### config.mk
export PLATFORM = sky130hd
export DESIGN_NAME = armored_tx_reset_seq
export DESIGN_NICKNAME = d
export VERILOG_FILES = /design/src/rtl/armored_tx_pkg.sv /design/src/rtl/armored_sat_cnt.sv /design/src/rtl/sync_regs.sv /design/src/rtl/armored_tx_reset_seq.sv
export SDC_FILE = /design/constraint.sdc
export NUM_CORES = 1
export LEC_CHECK = 0
export BUFFER_PORTS_ARGS = -buffer_cell sky130_fd_sc_hd__buf_2
export CORE_MARGIN = 5
export CORE_UTILIZATION = 63
export DETAILED_ROUTE_END_ITERATION = 8
export GPL_TIMING_DRIVEN = 0
export PLACE_DENSITY = 0.92
export SYNTH_ARGS = -nofsm -noshare
export SYNTH_HDL_FRONTEND = slang
export SYNTH_SLANG_ARGS = --single-unit
### constraint.sdc
create_clock -name clk100 -period 6.7 [get_ports clk100]
set_clock_uncertainty 0.1 [all_clocks]
set_input_delay 0.335 -clock clk100 [delete_from_list [all_inputs] [get_ports clk100]]
set_output_delay 0.335 -clock clk100 [all_outputs]
set_load 0.01 [all_outputs]
### src/rtl/armored_tx_pkg.sv
// Shared encodings for the armored TX reset sequencer and the encoder-side monitors.
package armored_tx_pkg;
    localparam int SEQ_W = 2;

    localparam logic [SEQ_W-1:0] SEQ_PD   = 2'd0;
    localparam logic [SEQ_W-1:0] SEQ_LOCK = 2'd1;
    localparam logic [SEQ_W-1:0] SEQ_TXA  = 2'd2;
    localparam logic [SEQ_W-1:0] SEQ_RUN  = 2'd3;
endpackage

### src/rtl/armored_sat_cnt.sv
// Saturating event counter; holds at all-ones once full.
module armored_sat_cnt #(
    parameter int W = 8
) (
    input  logic         clk,
    input  logic         rst,
    input  logic         inc,
    output logic [W-1:0] cnt
);
    always_ff @(posedge clk or posedge rst) begin
        if (rst)
            cnt <= '0;
        else if (inc && cnt != '1)
            cnt <= cnt + 1'b1;
    end
endmodule

### src/rtl/sync_regs.sv
// Two-flop synchroniser for quasi-static level inputs crossing into the local clock.
module sync_regs #(
    parameter int WIDTH = 1
) (
    input  logic             clk,
    input  logic             rst,
    input  logic [WIDTH-1:0] d,
    output logic [WIDTH-1:0] q
);
    logic [WIDTH-1:0] meta;

    always_ff @(posedge clk or posedge rst) begin
        if (rst) begin
            meta <= '0;
            q    <= '0;
        end else begin
            meta <= d;
            q    <= meta;
        end
    end
endmodule

### src/rtl/armored_tx_reset_seq.sv
// TX reset sequencer: PLL powerdown -> lock debounce -> TX analog release -> TX digital release,
// with lock timeout/retry, filtered loss-of-lock detection and software restart.
module armored_tx_reset_seq
    import armored_tx_pkg::*;
#(
    parameter int NUM_PLLS     = 1,
    parameter int RST_CNTR     = 16,
    parameter int LOCK_TO_BITS = 20,
    parameter int LOSS_FILT    = 8,
    parameter int STAT_W       = 8
) (
    input  logic              clk100,
    input  logic              rst100,
    input  logic [NUM_PLLS-1:0] pll_locked,
    input  logic [NUM_PLLS-1:0] pll_enable,
    input  logic              restart,
    output logic              pll_powerdown,
    output logic              rst_txa,
    output logic              rst_txd,
    output logic              tx_ready,
    output logic [SEQ_W-1:0]  seq_state,
    output logic [STAT_W-1:0] retry_cnt,
    output logic [STAT_W-1:0] loss_cnt,
    output logic              loss_sticky
);
    localparam logic [7:0] LF_LAST = 8'(LOSS_FILT - 1);

    logic [NUM_PLLS-1:0]     lk_sync;
    logic                    all_lk;
    logic [SEQ_W-1:0]        st, nxt;
    logic [RST_CNTR-1:0]     cnt;
    logic [LOCK_TO_BITS-1:0] to;
    logic [7:0]              lf;
    logic                    loss, retry_inc, loss_inc, entry, in_svc;

    sync_regs #(.WIDTH(NUM_PLLS)) u_sync (
        .clk (clk100),
        .rst (rst100),
        .d   (pll_locked),
        .q   (lk_sync)
    );

    // Disabled PLLs count as locked, so an all-zero mask reads as locked.
    assign all_lk = &(lk_sync | ~pll_enable);
    assign in_svc = (st == SEQ_TXA) || (st == SEQ_RUN);
    assign loss   = in_svc && !all_lk && (lf == LF_LAST);

    always_comb begin
        nxt       = st;
        retry_inc = 1'b0;
        loss_inc  = 1'b0;
        if (restart) begin
            nxt = SEQ_PD;
        end else begin
            case (st)
                SEQ_PD:   if (cnt == '1) nxt = SEQ_LOCK;
                SEQ_LOCK: begin
                    // A completed debounce beats a simultaneous timeout.
                    if (all_lk && cnt == '1) begin
                        nxt = SEQ_TXA;
                    end else if (to == '1) begin
                        nxt       = SEQ_PD;
                        retry_inc = 1'b1;
                    end
                end
                SEQ_TXA: begin
                    if (loss) begin
                        nxt      = SEQ_PD;
                        loss_inc = 1'b1;
                    end else if (cnt == '1) begin
                        nxt = SEQ_RUN;
                    end
                end
                default: begin
                    if (loss) begin
                        nxt      = SEQ_PD;
                        loss_inc = 1'b1;
                    end
                end
            endcase
        end
    end

    // Restart while already in PD still re-arms the stage timer.
    assign entry = (nxt != st) || restart;

    always_ff @(posedge clk100 or posedge rst100) begin
        if (rst100) begin
            st            <= SEQ_PD;
            cnt           <= '0;
            to            <= '0;
            lf            <= '0;
            loss_sticky   <= 1'b0;
            pll_powerdown <= 1'b1;
            rst_txa       <= 1'b1;
            rst_txd       <= 1'b1;
            tx_ready      <= 1'b0;
        end else begin
            st <= nxt;

            if (entry)
                cnt <= '0;
            else if (st == SEQ_LOCK && !all_lk)
                cnt <= '0;
            else
                cnt <= cnt + 1'b1;

            if (entry)
                to <= '0;
            else if (st == SEQ_LOCK)
                to <= to + 1'b1;

            if (entry || !in_svc || all_lk)
                lf <= '0;
            else
                lf <= lf + 1'b1;

            if (loss_inc)
                loss_sticky <= 1'b1;

            // Outputs are decoded from the next state so they flip on the same edge as st.
            pll_powerdown <= (nxt == SEQ_PD);
            rst_txa       <= (nxt == SEQ_PD) || (nxt == SEQ_LOCK);
            rst_txd       <= (nxt != SEQ_RUN);
            tx_ready      <= (nxt == SEQ_RUN);
        end
    end

    assign seq_state = st;

    armored_sat_cnt #(.W(STAT_W)) u_retry (
        .clk (clk100),
        .rst (rst100),
        .inc (retry_inc),
        .cnt (retry_cnt)
    );

    armored_sat_cnt #(.W(STAT_W)) u_loss (
        .clk (clk100),
        .rst (rst100),
        .inc (loss_inc),
        .cnt (loss_cnt)
    );
endmodule

==> impl_metrics.toml, run 1 <==
[run_status]
run_status = "finished with violations"
failed_checks = "hold timing"

[floorplan]
design.portCount = 28
core_area_um2 = 5040
fp.dieW_um = 81.4
start_util_pct = 63.7
die-area_um2 = 6630
rows = 26
die_height_um = 81.4

[logic_synthesis]
synth.yosys.seq_area_share_pct = 53.9
ys.warnings.count = 0
netlist_top_cells_area = "dfrtp_1 (51%), xnor2_1 (6.3%), xor2_1 (6.3%)"
dominantRegCellSynth = "dfrtp_1"
synth_cells = 298
yosysTopAreaCell = "dfrtp_1"
mappedNetlistNets = 308
netlist-cell-type-count = 46
synth_largest_type_area_fraction_pct = 51.4
post_synth.cell_area_avg_um2 = 10.8
post_synthesis_register_bit_count = 69
synthesis.area_um2 = 3210
synthArstFlopShare_pct = 100
synth_enable_flop_cells = 0

[timing]
period_needed_ps = 2700
final_min_period_over_clock_period_pct = 40.3
maxClockFrequency_mhz = 370
final.setup.tns_ps = 0
timing.final.max_slew_violations = 0
report.final.setup_viol = 0
finalHoldViolCount = 18
worst_pin_slew_ps = 685
timing.hold.ws_ps = -16.2
slew-limit-headroom_pct = 54.3
grt_setup_unrepaired = "false"

[setup_path]
type_of_element_launching_the_critical_path = "flip-flop"
endpoint_kind_of_the_worst_setup_timing_path = "flip-flop"
depth_of_the_worst_register_to_register_path = 7
timing.critical_path.arrival_ps = 2830
worstPathRequired_ps = 6830
timing.setup.critical_path_class = "reg2reg"
worstPathMaxFanout = 6

[detailed_routing]
wl_um = 6030
met3_wirelength_um = 306
avgRoutedWirePerCell_um = 14.6
drc = 0
via_count = 2360
antenna_violating_nets_post_route = 0
vias_cell = 5.71
drt_first_iter_violations = 143
top_signal_layer_used = "met4"
m1WireLength_um = 2650
first_pass_iters = 4
wl_met2_um = 2920

[power]
irDropWorstVdd_uv = 164
p_sw_w = 0.000171
relative_contribution_of_the_clock_network_to_total_power_pct = 45.8
combinational_power_share_pct = 2.6
internal_pwr_total_w = 0.000644
leakagePower_nw = 1.67
switching_share_pct = 20.9
sequential_fraction_of_design_power_pct = 51.6
pwr_density_cell_nw_per_um2 = 221

[placement]
dp_hpwl_um = 4220
buffer_ports.inserted = 27
routabilityCongestion = 0.806

[clock_network]
cts_inserted_buffers = 9
clkLatencyLatePin_ps = 350
ctsHtreeMaxLevel = 3
cts_setup_buffers = 0
cts.repair.resized = 0
path_clk_slew_ps = 80
cts.sinks = 69
ctsRootBufferMaster = "clkbuf_8"
clk_path_buf_depth = 2
cts_tree = "yes"

[finish]
antenna_cells_inserted = 0
final_cell_mix = "dfrtp_1 (66), nor2_1 (46), buf_2 (28)"
final.fill_count = 342
finalNetCount = 348
postLayoutCoreUtil_pct = 73.1
syn_to_final_growth_pct = 14.6
most_common_cell_after_layout_fill_and_taps_aside = "dfrtp_1"
post_route_cells_drive_above_1_share_pct = 17.2

[min_path]
hold_path_class = "in2async"

[global_route]
grt_first_pass_wirelength_um = 10700
grt_start_max_net_pins = 38
groute.usage.overall_pct = 21.3
grt_antenna_before_repair = 0
global_route.overflow_total = 0
grt_pass1_vias = 2324

[run]
drv_cap = 0
[Yosys cell counts (2+ instances only)]
library cell and count:
a41oi_1 3, and3_1 10, nand3_1 16, nor2_1 46, and2_1 3, o21ai_0 2
a31oi_1 3, nand4_1 15, and4_1 7, xnor2_1 23, nor3_1 9, nor2b_1 2
o311ai_1 3, dfrtp_1 66, nand2_1 24, xor2_1 23, or3_1 2, dfstp_2 3
inv_1 5, o21a_1 3, ha_1 5
[final cells by class]
cell class                      instances  area [um^2]  share of cell area, %
Tap cell                               70         87.6                   2.38
Clock buffer                           12          145                   3.94
Buffer                                  3         23.8                  0.645
Timing Repair Buffer                   29          165                   4.48
Clock inverter                          4         72.6                   1.97
Multi-Input combinational cell        221         1440                   39.1
Sequential cell                        69         1730                   47.0
Inverter                                5         18.8                  0.510
[metal layers]
layer | vias up | GRT usage (%)
met1 | 1163 | 26.8
met5 | - | 0
met2 | 59 | 34.7
li1 | 1120 | -
met3 | 18 | 4.61
met4 | 0 | 10.6
[power by group through the flow]
| stage | clock network [W] | registers (W) | logic [W] |
|---|---|---|---|
| after global routing | 0.000402 | 0.000420 | 0.0000247 |
| after CTS | 0.000378 | 0.000420 | 0.0000223 |
| after detailed placement | 0 | 0.000428 | 0.0000216 |
| after floorplan | 0 | 0.000428 | 0.0000135 |
| after global placement | 0 | 0.000428 | 0.0000192 |
| final | 0.000373 | 0.000420 | 0.0000214 |
[flip-flops by register name (all words and copies together) (netlist names)]
signal and count:
cnt 16, lf 8, loss_sticky 1, pll_powerdown 1, rst_txa 1, rst_txd 1
seq_state 2, to 20, tx_ready 1, u_loss.cnt 8, u_retry.cnt 8, u_sync.meta 1
u_sync.q 1
[through the flow]
stage	power [W]	instance area [um^2]	worst slack [ps]	hold slack, ps	std cells
after floorplan	0.000441	3210	4510	231	298
after global placement	0.000447	3440	3830	235	395
after CTS	0.000820	3680	4000	9.16	413
after global routing	0.000847	3680	3850	47.7	413
after detailed placement	0.000450	3460	4060	243	396
final	0.000815	3680	4000	-16.2	413
[kinds of logic after synthesis]
family / after synthesis / share of synthesized area (%)
and+or+nand+nor: 145 / 23.2
DFF: 69 / 53.9
xor gates and xnor gates: 46 / 12.5
AOI/OAI and AO/OA: 22 / 6.00
buffers and inverters: 8 / 1.32
adders and majority gates: 5 / 1.95
muxes: 3 / 1.13
[worst max-delay path: stages, from the launching register on]
cell,delay (ps)
dfrtp_1,410
ha_1,240
nor4b_1,450
nand4_1,320
a311oi_2,560
and3_1,280
nand2_1,90
xnor2_1,130
[path summary, 6_finish.rpt]
check | start | to | slack (ps)
min | rst100 | to[4] | -20
max | lf[0] | u_loss.cnt[3] | 4000
min reg2reg | u_sync.meta | u_sync.q | 260
min in group clk100 | restart | loss_sticky | 220
max reg2reg | lf[0] | u_loss.cnt[3] | 4000
max in group asynchronous | rst100 | pll_powerdown | 5820
[timing repair]
action | 4_1_cts | 5_1_grt
hold endpoints to repair | 1 | 0
hold buffers | 1 | 0
setup endpoints to repair | 0 | 0
Note: power is estimated with default switching activity, not from simulation.
==> run 2, diff against run 1 <==
--- a/config.mk
+++ b/config.mk
@@ -7,10 +7,10 @@
 export LEC_CHECK = 0
 export BUFFER_PORTS_ARGS = -buffer_cell sky130_fd_sc_hd__buf_2
 export CORE_MARGIN = 5
-export CORE_UTILIZATION = 63
+export CORE_UTILIZATION = 59
 export DETAILED_ROUTE_END_ITERATION = 8
 export GPL_TIMING_DRIVEN = 0
-export PLACE_DENSITY = 0.92
+export PLACE_DENSITY = 0.87
 export SYNTH_ARGS = -nofsm -noshare
 export SYNTH_HDL_FRONTEND = slang
 export SYNTH_SLANG_ARGS = --single-unit
==> constraint.sdc (replaced) <==
create_clock -name clk100 -period 2.6 [get_ports clk100]
set_clock_uncertainty 0.1 [all_clocks]
set_input_delay 0.13 -clock clk100 [delete_from_list [all_inputs] [get_ports clk100]]
set_output_delay 0.13 -clock clk100 [all_outputs]
set_load 0.01 [all_outputs]
==> run 2 against run 1 <==
Effect of this change: critical path type unchanged; first-iteration DRC count is 17% lower; sequential share of layout area down 0.65 points; combinational power increased to 2.7 times the previous value; sequential power rose to 2.6 times the previous value; fmax rose by 7.4%; register-to-register slack worse by 3900 ps; the flow now finishes without violations.
==> impl_metrics.toml, run 2 (synthesis results as in run 1) <==
[power]
irDropWorstVdd_uv = 461
leakagePower_nw = 1.70
pwr_density_cell_nw_per_um2 = 546

[global_route]
grt_start_max_net_pins = 37
grt_pass1_vias = 2526
grt_antenna_before_repair = 0
grt_first_pass_wirelength_um = 11700
groute.usage.overall_pct = 20.5
global_route.overflow_total = 0

[finish]
max_ffs_per_register = 20
post-route-cell-area_um2 = 3730
finalNetCount = 353
most_common_cell_after_layout_fill_and_taps_aside = "dfrtp_1"
syn_to_final_growth_pct = 16.2
max_flop_register = "to"
post_route_cells_drive_above_1_share_pct = 19.3
reg_top3 = "to x20, cnt x16"
final_cell_mix = "dfrtp_1 (66), nor2_1 (46), buf_2 (28)"
antenna_cells_inserted = 0

[timing]
grt_setup_unrepaired = "true"
period_needed_ps = 2520
timing.final.max_slew_violations = 0
finalHoldViolCount = 0
slew-limit-headroom_pct = 51.1
maxClockFrequency_mhz = 397
worst_pin_slew_ps = 733
report.final.setup_viol = 0
final_min_period_over_clock_period_pct = 96.8
timing.final.ws_setup_ps = 84.0

[placement]
routabilityCongestion = 0.774
postPlaceCellArea_um2 = 3460
dp_hpwl_um = 4390
buffer_ports.inserted = 27
dpl_worst_slack_ps = -80.3

[clock_network]
clkLatencyLatePin_ps = 350
ctsRootBufferMaster = "clkbuf_8"
cts_tree = "yes"
clk_path_buf_depth = 2
cts_inserted_buffers = 9
path_clk_slew_ps = 70
cts.sinks = 69
ctsHtreeMaxLevel = 3

[min_path]
hold_path_class = "in2reg"

[run_status]
run_status = "finished, final reports clean"

[detailed_routing]
met3_wirelength_um = 399
top_signal_layer_used = "met4"
drc = 0
m1WireLength_um = 2640
wl_met2_um = 3420
first_pass_iters = 4
avgRoutedWirePerCell_um = 15.7
antenna_violating_nets_post_route = 0
drt_first_iter_violations = 119
vias_cell = 5.74
via_count = 2399
wl_um = 6550

[setup_path]
worstPathMaxFanout = 10
timing.setup.critical_path_class = "reg2reg"
type_of_element_launching_the_critical_path = "flip-flop"
worstPathRequired_ps = 2780
endpoint_kind_of_the_worst_setup_timing_path = "flip-flop"
timing.critical_path.arrival_ps = 2690

[floorplan]
core_area_um2 = 5200
fp.dieW_um = 83.8
start_util_pct = 61.7
rows = 26
design.portCount = 28
die_height_um = 83.8
die-area_um2 = 7020

[run]
drv_cap = 0
## run 2: cell count changes in the layout (fill, tap and decap cells not counted), sizes merged
cell / delta
buf: +4
clkinv: +1
dlygate4sd3: +1
bufinv: -1
clkinvlp: +1
clkbuf: -1
## run 2: cell type report
class	count	area [um^2]
Sequential cell	69	1730
Inverter	5	18.8
Buffer	3	23.8
Clock buffer	11	151
Tap cell	70	87.6
Clock inverter	5	58.8
Fill cell	371	1470
Timing Repair Buffer	34	205
Multi-Input combinational cell	221	1460
## run 2: worst paths after layout
path,slack [ps],end,depth (start not counted),from
setup / recovery,80,to[1],8,lf[0]
hold / removal,50,loss_sticky,2,restart
setup reg to reg,80,to[1],8,lf[0]
hold reg to reg,260,u_sync.q,0,u_sync.meta
max in group asynchronous,1300,rst_txa,4,rst100
min in group asynchronous,400,to[1],3,rst100
## run 2: power by group
part / leakage (nW) / internal [W] / switching (W)
combinational: 0.651 / 0.0000168 / 0.0000409
sequential: 0.947 / 0.00108 / 0.00000452
clock: 0.102 / 0.000494 / 0.000403
## run 2: metal layers
layer  track usage [%]  up-vias
li1                  -     1138
met1              24.5     1176
met2              35.5       77
met3              6.61        8
met4              5.99        0
met5                 0        -
## run 2: per-stage QoR
step	hold slack [ps]	util (%)	power (W)	TNS, ps	std cells
after floorplan	61.4	-	0.00114	0	298
after global placement	141	66.0	0.00115	-5840	395
after detailed placement	140	66.4	0.00116	-265	396
after CTS	28.5	71.3	0.00205	0	415
after global routing	43.9	71.8	0.00212	-2.27	418
final	48.8	71.8	0.00204	0	418
## run 2: worst max-delay path, cell delays in order, from the launching register on
cell and delay (ps):
dfrtp_1 440, ha_1 280, nor4b_2 190, a41oi_1 450
o311ai_1 320, nand2_1 220, o21ai_4 120, buf_4 200
nor2_1 130
## run 2: repair_timing
item | in CTS | in global routing
pin swaps | 1 | 1
endpoints found under the hold margin | 34 | 0
setup endpoints to repair | 23 | 14
gates resized for setup | 2 | 1
hold buffers | 2 | 0
buffers inserted | 1 | 3
==> run 3, diff against run 2 <==
--- a/config.mk
+++ b/config.mk
@@ -5,10 +5,10 @@
 export SDC_FILE = /design/constraint.sdc
 export NUM_CORES = 1
 export LEC_CHECK = 0
-export BUFFER_PORTS_ARGS = -buffer_cell sky130_fd_sc_hd__buf_2
 export CORE_MARGIN = 5
-export CORE_UTILIZATION = 59
+export CORE_UTILIZATION = 63
 export DETAILED_ROUTE_END_ITERATION = 8
+export DONT_BUFFER_PORTS = 1
 export GPL_TIMING_DRIVEN = 0
 export PLACE_DENSITY = 0.87
 export SYNTH_ARGS = -nofsm -noshare
==> run 3 against run 2 <==
Effect of this change: die area decreased by 5.6%; fmax is 4.2% higher; total power rose by 2.5%; flip-flop and latch count stayed put; setup slack better by 100 ps; first-iteration DRC count increased by 19%; design area shrank 2.8%; clock-buffer cell count is the same; non-clock buffer count is 25 lower; wire length is 5.0% lower; worst hold slack better by 14 ps; combinational power fell by 5.0%; largest cell class unchanged.
==> impl_metrics.toml, run 3 (synthesis results as in run 1) <==
[detailed_routing]
avgRoutedWirePerCell_um = 15.8
drt_first_iter_violations = 142
via_count = 2280
first_pass_iters = 4
antenna_violating_nets_post_route = 0
vias_cell = 5.80
wl_um = 6220
drc = 0

[placement]
buffer_ports.inserted = 0
post-place-cells = 369
dp_hpwl_um = 4180
routabilityCongestion = 0.819

[global_route]
grt_start_max_net_pins = 40
groute.usage.overall_pct = 21.3
groute.layer.met1.usage_pct = 28.1
grt_antenna_before_repair = 0
global_route.overflow_total = 0
grt_first_pass_wirelength_um = 10800
grtUsageMet2_pct = 33.7
gr-usage-met3_pct = 5.15
busiest_layer = "met2"
grt_pass1_vias = 2294

[finish]
finalNetCount = 328
layout.cells.non_filler = 393
most_common_cell_after_layout_fill_and_taps_aside = "dfrtp_1"
post_route_cells_drive_above_1_share_pct = 12.4
max_ffs_per_register = 20
postLayoutCoreUtil_pct = 72.0
final_cell_mix = "dfrtp_1 (66), nor2_1 (46), nand2_1 (24)"
syn_to_final_growth_pct = 13.0
final.fill_count = 360
max_flop_register = "to"
antenna_cells_inserted = 0
reg_top3 = "to x20, cnt x16"

[floorplan]
start_util_pct = 63.7
die_height_um = 81.4
core_area_um2 = 5040
die-area_um2 = 6630
design.portCount = 28
fp.dieW_um = 81.4
rows = 26

[min_path]
startpoint_of_the_lowest_slack_hold_path = "pll_enable"
min_delay_path_depth = 3
hold_path_class = "in2reg"

[timing]
timing.final.max_slew_violations = 0
report.final.setup_viol = 0
final_min_period_over_clock_period_pct = 92.9
grt_setup_unrepaired = "false"
period_needed_ps = 2410
worst_pin_slew_ps = 678
timing.hold.ws_ps = 62.7
final.setup.tns_ps = 0
slew-limit-headroom_pct = 54.1
maxClockFrequency_mhz = 414
finalHoldViolCount = 0

[run]
drv_cap = 0

[power]
pwr_density_cell_nw_per_um2 = 575
irDropWorstVdd_uv = 503
leakagePower_nw = 1.58

[setup_path]
type_of_element_launching_the_critical_path = "flip-flop"
cpLargestDelayFamily = "simple AND/OR/NAND/NOR gates"
worstPathMaxFanout = 7
worst_path_cell_with_the_longest_stage_delay = "or3b_1"
timing.critical_path.cells = "nand4_1 -> nor3_1 -> or3b_1 -> a221oi_2 -> o311ai_1 -> o21a_1"
worst_path_largest_cell_delay_ps = 470
worstPathRequired_ps = 2740
timing.critical_path.arrival_ps = 2550
depth_of_the_worst_register_to_register_path = 6
r2r_start = "to[10]"
timing.setup.critical_path_class = "reg2reg"
cp_num_cells = 6
cp.buffers_inverters = 0
endpoint_kind_of_the_worst_setup_timing_path = "flip-flop"
crit_path_start = "to[10]"

[clock_network]
cts_inserted_buffers = 9
clkLatencyLatePin_ps = 340
ctsHtreeMaxLevel = 3
ctsRootBufferMaster = "clkbuf_8"
cts.sinks = 69
path_clk_slew_ps = 70
clk_path_buf_depth = 2
cts_tree = "yes"

[run_status]
run_status = "finished, final reports clean"
run 3: path summary, 6_finish.rpt:
check | to | slack, ps
hold / removal | to[0] | 60
min in group asynchronous | lf[0] | 240
max in group asynchronous | to[19] | 1530
setup reg to reg | to[7] | 190
hold reg to reg | u_sync.q | 270
setup / recovery | to[7] | 190
run 3: layout make-up:
class / count / area [um^2] / share of cell area (%)
sequential: 69 / 1730 / 47.7
tap: 70 / 87.6 / 2.41
clock buffer: 11 / 141 / 3.89
inverter: 5 / 18.8 / 0.517
timing repair buffer: 9 / 90.1 / 2.48
multi-input combinational: 221 / 1460 / 40.3
clock inverter: 5 / 75.1 / 2.07
buffer: 3 / 23.8 / 0.655
run 3: power breakdown:
part,internal [W],leakage (nW),switching (W)
logic,0.0000166,0.523,0.0000381
registers,0.00108,0.947,0.00000447
clock network,0.000562,0.113,0.000390
run 3: worst min-delay path, cell delays in order:
cell	delay (ps)
nand2b_1	70
nand3_1	110
and3_1	150
run 3: repair_timing:
item,4_1_cts,5_1_grt
hold buffers,4,0
resized for setup,2,2
setup buffers,0,4
setup endpoints to repair,3,37
endpoints found under the hold margin,42,0
pin swaps,0,2
run 3: per-stage QoR:
stage / power, W / setup WS (ps) / cell area (um^2)
finish: 0.00209 / 185 / 3630
global route: 0.00217 / 27.0 / 3630
CTS: 0.00211 / 24.8 / 3590
detailed placement: 0.00115 / -25.0 / 3320
global placement: 0.00115 / 15.0 / 3300
floorplan: 0.00114 / 411 / 3210
run 3: metal layers:
layer	share of wire (%)	wire [um]	vias to the layer above
met4	1.8	113	0
met5	0	0	-
li1	-	-	1085
met2	49	3030	70
met1	44	2740	1113
met3	5.4	335	12
